--- config.mk ---
export PLATFORM = sky130hd
export DESIGN_NAME = ex_mem_stage_flat
export DESIGN_NICKNAME = d
export VERILOG_FILES = /design/src/rtl/ex_mem_stage_if.sv /design/src/rtl/ex_mem_stage.sv /design/src/flat_wrapper.sv
export SDC_FILE = /design/constraint.sdc
export NUM_CORES = 1
export LEC_CHECK = 0
export ABC_AREA = 1
export CAP_MARGIN = 20
export CORE_ASPECT_RATIO = 1.2
export CORE_MARGIN = 8
export CORE_UTILIZATION = 35
export DETAILED_ROUTE_END_ITERATION = 16
export REMOVE_ABC_BUFFERS = 1
export SKIP_LAST_GASP = 1
export SYNTH_ARGS = -nofsm -noshare
export SYNTH_HDL_FRONTEND = slang
export SYNTH_SLANG_ARGS = --single-unit
--- constraint.sdc ---
create_clock -name clk -period 3.75 [get_ports clk]
set_clock_uncertainty 0.1 [all_clocks]
set_input_delay 0.75 -clock clk [delete_from_list [all_inputs] [get_ports clk]]
set_output_delay 0.75 -clock clk [all_outputs]
set_load 0.02 [all_outputs]
--- src/rtl/ex_mem_stage_if.sv ---
// EX/MEM stage bus: the EX-side entry handshake, the MEM-side output handshake,
// the flush request and the branch redirect to fetch.
interface ex_mem_stage_if #(
  parameter int DATA_W = 32,
  parameter int REG_W  = 5
);
  // Both handshakes use the same rule: a transfer happens on a rising edge
  // where valid and ready are both 1. The producer must not retract valid or
  // change its data until that edge; ready may change freely.
  logic              in_valid;
  logic              in_ready;
  logic [DATA_W-1:0] alu_result;
  logic              zero;
  logic [DATA_W-1:0] write_data;
  logic [REG_W-1:0]  write_reg;
  logic              reg_write;
  logic              mem_read;
  logic              mem_write;
  logic              mem_to_reg;
  logic              branch;
  logic [DATA_W-1:0] branch_target;
  logic              flush;

  logic              out_valid;
  logic              out_ready;
  logic [DATA_W-1:0] out_alu_result;
  logic [DATA_W-1:0] out_write_data;
  logic [REG_W-1:0]  out_write_reg;
  logic              out_reg_write;
  logic              out_mem_read;
  logic              out_mem_write;
  logic              out_mem_to_reg;

  logic              pc_src;
  logic [DATA_W-1:0] pc_branch;

  modport master (
    output in_valid, alu_result, zero, write_data, write_reg,
           reg_write, mem_read, mem_write, mem_to_reg, branch, branch_target,
           flush, out_ready,
    input  in_ready, out_valid, out_alu_result, out_write_data, out_write_reg,
           out_reg_write, out_mem_read, out_mem_write, out_mem_to_reg,
           pc_src, pc_branch
  );

  modport slave (
    input  in_valid, alu_result, zero, write_data, write_reg,
           reg_write, mem_read, mem_write, mem_to_reg, branch, branch_target,
           flush, out_ready,
    output in_ready, out_valid, out_alu_result, out_write_data, out_write_reg,
           out_reg_write, out_mem_read, out_mem_write, out_mem_to_reg,
           pc_src, pc_branch
  );
endinterface

--- src/rtl/ex_mem_stage.sv ---
// EX/MEM pipeline register built as a 2-entry skid buffer with flush.
// Define EX_MEM_BRANCH_EN to enable the taken-branch redirect (pc_src/pc_branch).
module ex_mem_stage #(
  parameter int DATA_W = 32,
  parameter int REG_W  = 5
) (
  input  logic          clk,
  input  logic          reset,
  ex_mem_stage_if.slave bus,
  output logic [1:0]    dbg_state,
  output logic          dbg_head_taken
);

  typedef enum logic [1:0] {
    EMPTY = 2'd0,
    ONE   = 2'd1,
    FULL  = 2'd2
  } state_t;

  typedef struct packed {
    logic [DATA_W-1:0] alu_result;
    logic [DATA_W-1:0] write_data;
    logic [REG_W-1:0]  write_reg;
    logic              reg_write;
    logic              mem_read;
    logic              mem_write;
    logic              mem_to_reg;
`ifdef EX_MEM_BRANCH_EN
    logic              taken;
`endif
  } entry_t;

  state_t state_q, state_d;
  entry_t head_q, head_d;
  entry_t skid_q, skid_d;
  entry_t in_entry;

  logic accept;
  logic depart;

  // Ready/valid come only from registered state, never from out_ready.
  assign bus.in_ready  = (state_q != FULL);
  assign bus.out_valid = (state_q != EMPTY);
  assign accept        = bus.in_valid & bus.in_ready;
  assign depart        = bus.out_valid & bus.out_ready;
  assign dbg_state     = state_q;

  always_comb begin
    in_entry            = '0;
    in_entry.alu_result = bus.alu_result;
    in_entry.write_data = bus.write_data;
    in_entry.write_reg  = bus.write_reg;
    in_entry.reg_write  = bus.reg_write;
    in_entry.mem_read   = bus.mem_read;
    in_entry.mem_write  = bus.mem_write;
    in_entry.mem_to_reg = bus.mem_to_reg;
`ifdef EX_MEM_BRANCH_EN
    in_entry.taken      = bus.branch & bus.zero;
`endif
  end

  always_comb begin
    state_d = state_q;
    head_d  = head_q;
    skid_d  = skid_q;
    if (bus.flush) begin
      state_d = EMPTY;
      head_d  = '0;
      skid_d  = '0;
    end else begin
      unique case (state_q)
        EMPTY: begin
          if (accept) begin
            head_d  = in_entry;
            state_d = ONE;
          end
        end
        ONE: begin
          if (accept && !depart) begin
            skid_d  = in_entry;
            state_d = FULL;
          end else if (!accept && depart) begin
            head_d  = '0;
            state_d = EMPTY;
          end else if (accept && depart) begin
            head_d  = in_entry;
          end
        end
        FULL: begin
          if (depart) begin
            head_d  = skid_q;
            skid_d  = '0;
            state_d = ONE;
          end
        end
        default: begin
          state_d = EMPTY;
          head_d  = '0;
          skid_d  = '0;
        end
      endcase
    end
  end

  always_ff @(posedge clk) begin
    if (reset) begin
      state_q <= EMPTY;
      head_q  <= '0;
      skid_q  <= '0;
    end else begin
      state_q <= state_d;
      head_q  <= head_d;
      skid_q  <= skid_d;
    end
  end

  // Head is cleared on leaving, but gate anyway so idle outputs are always zero.
  always_comb begin
    bus.out_alu_result = '0;
    bus.out_write_data = '0;
    bus.out_write_reg  = '0;
    bus.out_reg_write  = 1'b0;
    bus.out_mem_read   = 1'b0;
    bus.out_mem_write  = 1'b0;
    bus.out_mem_to_reg = 1'b0;
    if (bus.out_valid) begin
      bus.out_alu_result = head_q.alu_result;
      bus.out_write_data = head_q.write_data;
      bus.out_write_reg  = head_q.write_reg;
      bus.out_reg_write  = head_q.reg_write;
      bus.out_mem_read   = head_q.mem_read;
      bus.out_mem_write  = head_q.mem_write;
      bus.out_mem_to_reg = head_q.mem_to_reg;
    end
  end

`ifdef EX_MEM_BRANCH_EN
  logic              pc_src_q, pc_src_d;
  logic [DATA_W-1:0] pc_branch_q, pc_branch_d;

  // Redirect fires from the acceptance itself, so it is independent of when
  // the entry later leaves toward MEM; a flushed acceptance never redirects.
  always_comb begin
    pc_src_d    = accept & ~bus.flush & in_entry.taken;
    pc_branch_d = '0;
    if (pc_src_d) pc_branch_d = bus.branch_target;
  end

  always_ff @(posedge clk) begin
    if (reset) begin
      pc_src_q    <= 1'b0;
      pc_branch_q <= '0;
    end else begin
      pc_src_q    <= pc_src_d;
      pc_branch_q <= pc_branch_d;
    end
  end

  assign bus.pc_src     = pc_src_q;
  assign bus.pc_branch  = pc_branch_q;
  assign dbg_head_taken = head_q.taken;
`else
  logic unused_branch_inputs;
  assign unused_branch_inputs = ^{bus.branch, bus.zero, bus.branch_target};
  assign bus.pc_src     = 1'b0;
  assign bus.pc_branch  = '0;
  assign dbg_head_taken = 1'b0;
`endif

endmodule

--- src/flat_wrapper.sv ---
// flat-port wrapper written by rule: the top's interface ports become plain ports
module ex_mem_stage_flat 
#(
  parameter int DATA_W = 32,
  parameter int REG_W  = 5
)
  (clk, reset, dbg_state, dbg_head_taken, bus_in_valid, bus_alu_result, bus_zero, bus_write_data, bus_write_reg, bus_reg_write, bus_mem_read, bus_mem_write, bus_mem_to_reg, bus_branch, bus_branch_target, bus_flush, bus_out_ready, bus_in_ready, bus_out_valid, bus_out_alu_result, bus_out_write_data, bus_out_write_reg, bus_out_reg_write, bus_out_mem_read, bus_out_mem_write, bus_out_mem_to_reg, bus_pc_src, bus_pc_branch);
  ex_mem_stage_if #(.DATA_W(DATA_W), .REG_W(REG_W)) bus_i ();
  input  logic clk;
  input  logic reset;
  output logic [1:0] dbg_state;
  output logic dbg_head_taken;
  input wire logic [$bits(bus_i.in_valid)-1:0] bus_in_valid;
  input wire logic [$bits(bus_i.alu_result)-1:0] bus_alu_result;
  input wire logic [$bits(bus_i.zero)-1:0] bus_zero;
  input wire logic [$bits(bus_i.write_data)-1:0] bus_write_data;
  input wire logic [$bits(bus_i.write_reg)-1:0] bus_write_reg;
  input wire logic [$bits(bus_i.reg_write)-1:0] bus_reg_write;
  input wire logic [$bits(bus_i.mem_read)-1:0] bus_mem_read;
  input wire logic [$bits(bus_i.mem_write)-1:0] bus_mem_write;
  input wire logic [$bits(bus_i.mem_to_reg)-1:0] bus_mem_to_reg;
  input wire logic [$bits(bus_i.branch)-1:0] bus_branch;
  input wire logic [$bits(bus_i.branch_target)-1:0] bus_branch_target;
  input wire logic [$bits(bus_i.flush)-1:0] bus_flush;
  input wire logic [$bits(bus_i.out_ready)-1:0] bus_out_ready;
  output wire logic [$bits(bus_i.in_ready)-1:0] bus_in_ready;
  output wire logic [$bits(bus_i.out_valid)-1:0] bus_out_valid;
  output wire logic [$bits(bus_i.out_alu_result)-1:0] bus_out_alu_result;
  output wire logic [$bits(bus_i.out_write_data)-1:0] bus_out_write_data;
  output wire logic [$bits(bus_i.out_write_reg)-1:0] bus_out_write_reg;
  output wire logic [$bits(bus_i.out_reg_write)-1:0] bus_out_reg_write;
  output wire logic [$bits(bus_i.out_mem_read)-1:0] bus_out_mem_read;
  output wire logic [$bits(bus_i.out_mem_write)-1:0] bus_out_mem_write;
  output wire logic [$bits(bus_i.out_mem_to_reg)-1:0] bus_out_mem_to_reg;
  output wire logic [$bits(bus_i.pc_src)-1:0] bus_pc_src;
  output wire logic [$bits(bus_i.pc_branch)-1:0] bus_pc_branch;
  assign bus_i.in_valid = bus_in_valid;
  assign bus_i.alu_result = bus_alu_result;
  assign bus_i.zero = bus_zero;
  assign bus_i.write_data = bus_write_data;
  assign bus_i.write_reg = bus_write_reg;
  assign bus_i.reg_write = bus_reg_write;
  assign bus_i.mem_read = bus_mem_read;
  assign bus_i.mem_write = bus_mem_write;
  assign bus_i.mem_to_reg = bus_mem_to_reg;
  assign bus_i.branch = bus_branch;
  assign bus_i.branch_target = bus_branch_target;
  assign bus_i.flush = bus_flush;
  assign bus_i.out_ready = bus_out_ready;
  assign bus_in_ready = bus_i.in_ready;
  assign bus_out_valid = bus_i.out_valid;
  assign bus_out_alu_result = bus_i.out_alu_result;
  assign bus_out_write_data = bus_i.out_write_data;
  assign bus_out_write_reg = bus_i.out_write_reg;
  assign bus_out_reg_write = bus_i.out_reg_write;
  assign bus_out_mem_read = bus_i.out_mem_read;
  assign bus_out_mem_write = bus_i.out_mem_write;
  assign bus_out_mem_to_reg = bus_i.out_mem_to_reg;
  assign bus_pc_src = bus_i.pc_src;
  assign bus_pc_branch = bus_i.pc_branch;
  ex_mem_stage #(.DATA_W(DATA_W), .REG_W(REG_W)) u_core (.clk(clk), .reset(reset), .bus(bus_i), .dbg_state(dbg_state), .dbg_head_taken(dbg_head_taken));
endmodule
==> run_results.csv <==
group,metric,value,unit
clock_network,postCtsSetupRepairBufs,0,
clock_network,cts_tree,"built",
hold_path,worstHoldEndpoint,"u_core.head_q[15]",
drt,vias,8421,
power_and_ir_drop,p_clk_frac,0.450,
worst_setup_path,critPathTopFamily,"buffers and inverters",
sta,setup_violations,0,
cells_and_area,diodes,0,
sta,max-slew-margin-rel,0.385,
drt,drt-total-wl,24600,microns
worst_setup_path,r2r-end,"u_core.head_q[71]",
cells_and_area,final_core_util,0.450,
drt,vias_per_cell,4.42,
power_and_ir_drop,p_int,0.00304,W
power_and_ir_drop,power.density,388,nW/um^2
hold_path,hp-class,"reg2reg",
hold_path,min_from,"u_core.head_q[15]",
status,outcome,"complete, no violations",
floorplanning,num_rows,62,
sta,fmax,0.332,GHz
power_and_ir_drop,vdd_drop_max,0.297,mV
clock_network,numCtsBuffers,17,
clock_network,cts_htree_levels,4,
cells_and_area,final_common_cell,"nand2_1",
floorplanning,initial_utilization,0.355,
clock_network,hold_buffers,0,
worst_setup_path,arrival,2.17,ns
grt,grt_max_degree,109,
worst_setup_path,cp_slowest_cell,"clkdlybuf4s50_1",
floorplanning,num_io_pins,223,
floorplanning,core_area,23800,sq um
flow_run,cap_violations,0,
drt,routedWlPerCell,12.9,microns
worst_setup_path,worstPathRequired,2.90,ns
worst_setup_path,reg2reg_from,"u_core.dbg_state[1]",
sta,period_share,0.804,
placement,place_area,10100,sq um
cells_and_area,most-common-layout-cells,"nand2_1 (445), nor2_1 (293), inv_1 (223), clkdlybuf4s50_1 (154), dfxtp_1 (147)",
grt,grt_pass1_wl,40200,microns
power_and_ir_drop,power_frac_comb,0.152,
power_and_ir_drop,p_sw,0.00111,W
worst_setup_path,reg2reg_depth,7,
synthesis,ys_warn_count,0,
worst_setup_path,critical_path.max_fanout,29,
worst_setup_path,critPathKind,"reg2out",
clock_network,cts.clk_slew.worst_paths,0.06,ns
cells_and_area,final_area,10700,sq um
cells_and_area,nets,1685,
worst_setup_path,cp_cell_sequence,"buf_4 > nand2_1 > clkdlybuf4s50_1",
worst_setup_path,cp-end-kind,"primary output",
sta,finalSetupTns,0,ns
power_and_ir_drop,p_leak,4.86,nW
power_and_ir_drop,seqPwrFrac,0.398,
sta,final-max-slew-violation-count,0,
clock_network,cts.path.max_buffers,2,
drt,drt_pass1_iterations,5,
worst_setup_path,cpPeakStageDelay,0.58,ns
worst_setup_path,r2r_setup_slack,1.44,ns
sta,tightest_slew,0.922,ns
floorplanning,die_w,158,microns
power_and_ir_drop,p_sw_frac,0.268,
drt,ant_nets,0,
drt,drcViolationCount,0,
worst_setup_path,critPathLaunchType,"flop",
synthesis,syn_avg_cell_area,5.74,sq um
placement,dp_hpwl,15400,microns
synthesis,synth_cells,1473,
grt,grt_usage,0.170,
grt,grt_pass1_vias,8151,
synthesis,synthDistinctLibCells,18,
grt,grt_overflow,0,
floorplanning,die-height,186,microns
sta,grt_setup_unrepaired,"no",
clock_network,clk_latency,0.43,ns
grt,antenna_found_initial,0,
floorplanning,dieArea,29400,sq um
drt,drt_iter0_markers,381,
worst_setup_path,worst-path-buf-inv,2,
synthesis,ys_seq_area_frac,0.350,
placement,io_buffers,154,
clock_network,cts.sinks,148,
synthesis,synth_area,8460,sq um
synthesis,synth_seq_cells,148,
clock_network,root_buffer,"clkbuf_16",
clock_network,cts_resized,0,
cells_and_area,area_delta_synth_final,26.8,%
sta,period_needed,3.02,ns
sta,finalHoldViolCount,0,
hold_path,whs_path_depth,2,
cells_and_area,drive_above_1_share,0.0391,
placement,gp_congestion,0.731,
[worst min-delay path, cell delays in order, from the launching register on]
cell	delay (ns)
dfxtp_1	0.31
nand2_1	0.06
a21oi_1	0.05
[cells by family after synthesis]
logic type             after synthesis  synth area share
flip-flops                         148             0.350
AO/OA/AOI/OAI                      151            0.0897
AND/OR/NAND/NOR                    820             0.377
buffers and inverters              353             0.182
other                                1          0.000443
[cell usage after synthesis]
master      n  area (sq um)
inv_1     225           845
o21ai_1     1          5.00
nand3_2     2          20.0
dfxtp_1   148          2960
nand3_1    75           375
o211ai_1    1          7.51
conb_1      1          3.75
buf_4      34           255
nand2_1   447          1680
a21oi_1    75           375
clkbuf_2    7          35.0
nor2_4      1          11.3
nor2_1    295          1110
buf_2      63           315
inv_2       1          3.75
o21ai_0    74           370
buf_1       5          18.8
clkbuf_1   18          67.6
[how the worst max path moves through the flow]
stage	cells after the start	slack, ns	to	start
after floorplan	5	-3.87	u_core.head_q[0]	u_core.dbg_state[1]
after global placement	8	0.95	u_core.head_q[5]	bus_out_ready
after detailed placement	8	0.92	u_core.skid_q[47]	bus_out_ready
after CTS	4	0.73	bus_out_alu_result[26]	u_core.dbg_state[1]
after global routing	4	0.65	bus_out_alu_result[31]	u_core.dbg_state[1]
final	3	0.73	bus_in_ready	u_core.dbg_state[1]
[per-stage QoR]
step / hold WS (ns) / std cells / total power [W] / setup WS (ns)
2_1_floorplan: 0.345 / 1379 / 0.00208 / -3.87
3_3_place_gp: 0.353 / 1874 / 0.00232 / 0.954
3_5_place_dp: 0.355 / 1874 / 0.00233 / 0.917
4_1_cts: 0.365 / 1906 / 0.00422 / 0.727
5_1_grt: 0.377 / 1906 / 0.00437 / 0.647
6_report: 0.363 / 1906 / 0.00416 / 0.734
[area by class of cell]
type                            instances  area, sq um
Fill cell                            2571        13100
Multi-Input combinational cell       1005         4120
Sequential cell                       148         2970
Timing Repair Buffer                  175         1750
Inverter                              226          848
Clock buffer                           20          437
Tap cell                              320          400
Clock inverter                         12          203
[flip-flops by register name, summed over array words and instances (netlist names)]
register	flops
u_core.dbg_state	2
u_core.skid_q	73
u_core.head_q	73
[metal layers]
metal,track usage,vias to the layer above,wire (microns)
met5,0,-,0
met3,0.0319,13,1120
met4,0.0454,0,221
met2,0.319,142,12400
met1,0.192,3763,10900
li1,-,4503,-
[power by group through the flow]
| stage | sequential (W) | combinational (W) | clock [W] |
|---|---|---|---|
| final | 0.00165 | 0.000631 | 0.00187 |
| after global routing | 0.00166 | 0.000719 | 0.00199 |
| after CTS | 0.00165 | 0.000640 | 0.00193 |
| after detailed placement | 0.00169 | 0.000637 | 0 |
| after global placement | 0.00169 | 0.000631 | 0 |
| after floorplan | 0.00168 | 0.000393 | 0 |
Note: power is estimated with default switching activity, not from simulation.
